**src/rtl/beat_shift_register_pkg.sv**
```systemverilog
// rtl/beat_shift_register_pkg.sv - shared defaults and helpers for beat_shift_register
package beat_shift_register_pkg;

  localparam int DEFAULT_DEPTH = 4;
  localparam int DEFAULT_WIDTH = 4;

  // Bits needed to hold a beat count from 0 up to and including depth.
  function automatic int count_width(input int depth);
    return $clog2(depth + 1);
  endfunction

endpackage

```
**src/rtl/beat_slot_reg.sv**
```systemverilog
// rtl/beat_slot_reg.sv - one beat slot: WIDTH-bit register with load enable and async active-low clear
module beat_slot_reg #(
  parameter int WIDTH = 4
) (
  input  logic             clk,
  input  logic             rst_n,
  input  logic             load,
  input  logic [WIDTH-1:0] d_in,
  output logic [WIDTH-1:0] q_out
);

  logic [WIDTH-1:0] data_d;
  logic [WIDTH-1:0] data_q;

  // Take the new beat only when loading; otherwise hold, so d_in is ignored while idle.
  always_comb begin
    data_d = data_q;
    if (load) begin
      data_d = d_in;
    end
  end

  // Slot storage, cleared immediately when reset is asserted.
  always_ff @(posedge clk or negedge rst_n) begin
    if (!rst_n) begin
      data_q <= '0;
    end else begin
      data_q <= data_d;
    end
  end

  assign q_out = data_q;

endmodule

```
**src/rtl/beat_shift_register.sv**
```systemverilog
// rtl/beat_shift_register.sv - DEPTH-beat shift register; BEAT_SHIFT_REGISTER_FULL_EN adds a saturating count and full flag
module beat_shift_register
  import beat_shift_register_pkg::*;
#(
  parameter int DEPTH = DEFAULT_DEPTH,
  parameter int WIDTH = DEFAULT_WIDTH
) (
  input  logic                   clk,
  input  logic                   rst,
  input  logic                   write_en,
  input  logic [WIDTH-1:0]       data_in,
  output logic [WIDTH*DEPTH-1:0] data_out
`ifdef BEAT_SHIFT_REGISTER_FULL_EN
  ,
  output logic                   full
`endif
);

  // Reject configurations that cannot form a shift chain.
  if (DEPTH < 2 || WIDTH < 1) begin : g_bad_params
    $error("beat_shift_register: DEPTH must be >= 2 and WIDTH >= 1");
  end

  // Slot k loads from slot k-1; slot 0 loads from data_in.
  logic [WIDTH*DEPTH-1:0] chain_in;
  logic [WIDTH-1:0]       slot_out [DEPTH];

  assign chain_in = {data_out[WIDTH*(DEPTH-1)-1:0], data_in};

  for (genvar k = 0; k < DEPTH; k++) begin : g_slot
    beat_slot_reg #(
      .WIDTH (WIDTH)
    ) u_slot (
      .clk   (clk),
      .rst_n (rst),
      .load  (write_en),
      .d_in  (chain_in[k*WIDTH +: WIDTH]),
      .q_out (slot_out[k])
    );
    assign data_out[k*WIDTH +: WIDTH] = slot_out[k];
  end

`ifdef BEAT_SHIFT_REGISTER_FULL_EN
  localparam int             CW        = count_width(DEPTH);
  localparam logic [CW-1:0]  COUNT_MAX = CW'(DEPTH);

  logic [CW-1:0] count_d;
  logic [CW-1:0] count_q;
  logic          full_d;
  logic          full_q;

  // Count accepted beats, saturating once every slot has been filled.
  always_comb begin
    count_d = count_q;
    if (write_en && (count_q != COUNT_MAX)) begin
      count_d = count_q + CW'(1);
    end
    full_d = (count_d == COUNT_MAX);
  end

  // Counter and full flag registers, cleared with the slots.
  always_ff @(posedge clk or negedge rst) begin
    if (!rst) begin
      count_q <= '0;
      full_q  <= 1'b0;
    end else begin
      count_q <= count_d;
      full_q  <= full_d;
    end
  end

  assign full = full_q;
`endif

endmodule

```
**config.mk**
```make
export PLATFORM = sky130hd
export DESIGN_NAME = beat_shift_register
export DESIGN_NICKNAME = d
export VERILOG_FILES = /design/src/rtl/beat_shift_register_pkg.sv /design/src/rtl/beat_slot_reg.sv /design/src/rtl/beat_shift_register.sv
export SDC_FILE = /design/constraint.sdc
export NUM_CORES = 1
export LEC_CHECK = 0
export CAP_MARGIN = 30
export CORE_MARGIN = 2
export CORE_UTILIZATION = 40
export DETAILED_ROUTE_END_ITERATION = 7
export PLACE_DENSITY = 0.79
export SYNTH_ARGS = -nofsm -noshare
export SYNTH_HDL_FRONTEND = slang
export SYNTH_SLANG_ARGS = --single-unit
```
**constraint.sdc**
```tcl
create_clock -name clk -period 2 [get_ports clk]
set_input_delay 0.4 -clock clk [delete_from_list [all_inputs] [get_ports clk]]
set_output_delay 0.4 -clock clk [all_outputs]
set_load 0.01 [all_outputs]
```
==> flow_summary.json <==
{
  "worstHoldPathType": "reg2reg",
  "place_ws_ns": 0.382,
  "grt_pass1_wl_mm": 1.68,
  "cts.repair.resized": 0,
  "netlist_instances": 34,
  "net_count_after_synthesis": 41,
  "grt_start_max_net_pins": 17,
  "crit_slowest_cell": "sky130_fd_sc_hd__clkdlybuf4s50_1",
  "core_um2": 1510,
  "synth_enable_flop_cells": 0,
  "cts_tree": "built",
  "ctsLongestPathBuffers": 2,
  "cts_buffers": 3,
  "yosysWarnings": 0,
  "overall_die_area_um2": 1960,
  "num_rows": 14,
  "path_cells": "clkdlybuf4s50_1",
  "fin_total_pwr_uw": 865,
  "maxCapViolations": 0,
  "fp.dieH_um": 44.3,
  "number_of_drc_violations_after_detailed_routing_iteration_0": 1,
  "power_density_nw_per_um2": 959,
  "worst_vdd_rail_ir_drop_mv": 0.526,
  "boundary_pin_count": 23,
  "synth.cells.most_frequent": "sky130_fd_sc_hd__dfrtp_1, sky130_fd_sc_hd__mux2_4, sky130_fd_sc_hd__mux2_2",
  "h-tree-depth": 1,
  "netlist.area_leader.share_pct": 61.7,
  "worstPathRequired_ns": 1.60,
  "number_of_global_route_vias_before_repair": 344,
  "cp_data_arrival_time_ns": 1.21,
  "cp.buffers_inverters": 1,
  "final_cells": 75,
  "ys_seq_elements": 16,
  "num_vias": 351,
  "worst_setup_path_end_kind": "output port",
  "layout-drive-gt1-share_pct": 35.6,
  "antenna_cells_inserted": 0,
  "timing.setup.critical_path_class": "reg2out",
  "clk_transition_reported_paths_ns": 0.09,
  "fin_worst_skew_ns": 0.00385,
  "post-route-worst-setup-slack_ns": 0.393,
  "antenna_violating_nets_left": 0,
  "final_util_pct": 59.9,
  "power.static_leakage_uw": 0.000405,
  "timing.max_slew.rel_slack_pct": 54.8,
  "finalCritPeriodShare_pct": 80.4,
  "status": "complete, no violations",
  "global_route_usage_over_all_layers_pct": 12.3,
  "synthesis.area_per_instance_um2": 19.1,
  "timing.critical_path.max_delay_family": "buffers and inverters",
  "numPortBuffers": 22,
  "detailedRoute.firstPassIterationCount": 2,
  "syn-cell-area_um2": 649,
  "setup_violations": 0,
  "die_x_um": 44.3,
  "number_of_distinct_library_cells_after_synthesis": 5,
  "seq_area_frac_synth_pct": 61.7,
  "hold_buffers": 0,
  "post_drt_via_cell_ratio": 4.68,
  "antenna_found_initial": 0,
  "hold_viol_final": 0,
  "grt_setup_unrepaired": "false",
  "clock-root-buffer": "sky130_fd_sc_hd__clkbuf_4",
  "period_needed_ns": 1.61,
  "clock.fmax_mhz": 622,
  "floorplan.initialDensity_pct": 43.1,
  "drt_drc_violations_left": 0,
  "totalNegativeSetupSlack_ns": 0,
  "cell_types_occupying_the_most_area_after_synthesis": "sky130_fd_sc_hd__dfrtp_1, sky130_fd_sc_hd__mux2_4, sky130_fd_sc_hd__mux2_2, sky130_fd_sc_hd__buf_12, sky130_fd_sc_hd__buf_6",
  "route.final.wire_length_um": 968,
  "critPathMaxFanout": 3,
  "final-max-slew-violation-count": 0,
  "yosys_most_used_dff": "sky130_fd_sc_hd__dfrtp_1",
  "final.fill_count": 122,
  "yosys.cell_count.top_type": "sky130_fd_sc_hd__dfrtp_1",
  "tritoncts_num_sinks": 16,
  "cp_max_stage_delay_ns": 0.54,
  "detail_route.wl_per_cell_um": 12.9,
  "globalplace.congestion": 0.577,
  "post_cts_buffers": 0,
  "worstSkewPairLatency_ns": 0.27,
  "area.growth.synth_to_final_pct": 38.9,
  "multi_input_comb_area_um2": 218,
  "overflow": 0,
  "synthArstFlopShare_pct": 100,
  "final_net_count": 67,
  "largest_register_ff_count": 16,
  "sequential_cell_area_um2": 400,
  "start_kind": "register",
  "yosys.area.top_type": "sky130_fd_sc_hd__dfrtp_1",
  "dpl.cell_count": 71,
  "tightest_slew_ns": 0.676
}
cell type report:
cell class,count,area share [%]
tap,16,2.22
timing repair buffer,23,25.2
sequential,16,44.4
clock buffer,4,4.02
multi-input combinational,16,24.1
placed cells by master, fill, tap and decap left out:
| master | n |
|---|---|
| sky130_fd_sc_hd__clkbuf_8 | 1 |
| sky130_fd_sc_hd__mux2_2 | 6 |
| sky130_fd_sc_hd__dfrtp_1 | 16 |
| sky130_fd_sc_hd__mux2_4 | 10 |
| sky130_fd_sc_hd__clkbuf_4 | 3 |
| sky130_fd_sc_hd__clkdlybuf4s50_1 | 22 |
| sky130_fd_sc_hd__buf_4 | 1 |
stage by stage:
stage | hold slack [ns] | area, um^2
4_1_cts | 0.522 | 902
5_1_grt | 0.536 | 902
3_3_place_gp | 0.494 | 866
2_1_floorplan | 0.104 | 649
3_5_place_dp | 0.496 | 866
6_report | 0.516 | 902
cell families (layout without fill, tap and decap cells):
family   count (synthesis)  in the layout  synth area share, %
buf+inv                  2             27                 4.82
flops                   16             16                 61.7
mux                     16             16                 33.5
per-layer routing:
layer	share of wire, %	vias to the layer above	GRT usage [%]
li1	-	166	-
met5	0	-	0
met2	45	14	15.0
met3	6.9	2	3.67
met4	1.0	0	9.09
met1	48	169	18.0
report_power, final:
group	switching (uW)	total (uW)	leakage, uW	internal (uW)
sequential	39.6	419	0.000188	379
clock	89.7	200	0.0000210	111
combinational	74.7	246	0.000196	171
total	204	865	0.000405	661
final timing paths:
path	startpoint	end	slack, ns	cells past startpoint
hold / removal	g_slot[3].u_slot.q_out[2]	g_slot[3].u_slot.q_out[2]	0.52	1
max in group asynchronous	rst	g_slot[0].u_slot.q_out[0]	1.04	1
min in group asynchronous	rst	g_slot[0].u_slot.q_out[3]	0.53	1
setup reg to reg	g_slot[2].u_slot.q_out[3]	g_slot[3].u_slot.q_out[3]	1.21	1
setup / recovery	g_slot[2].u_slot.q_out[3]	data_out[11]	0.39	1
hold reg to reg	g_slot[3].u_slot.q_out[2]	g_slot[3].u_slot.q_out[2]	0.52	1
(Power assumes the default switching activity.)
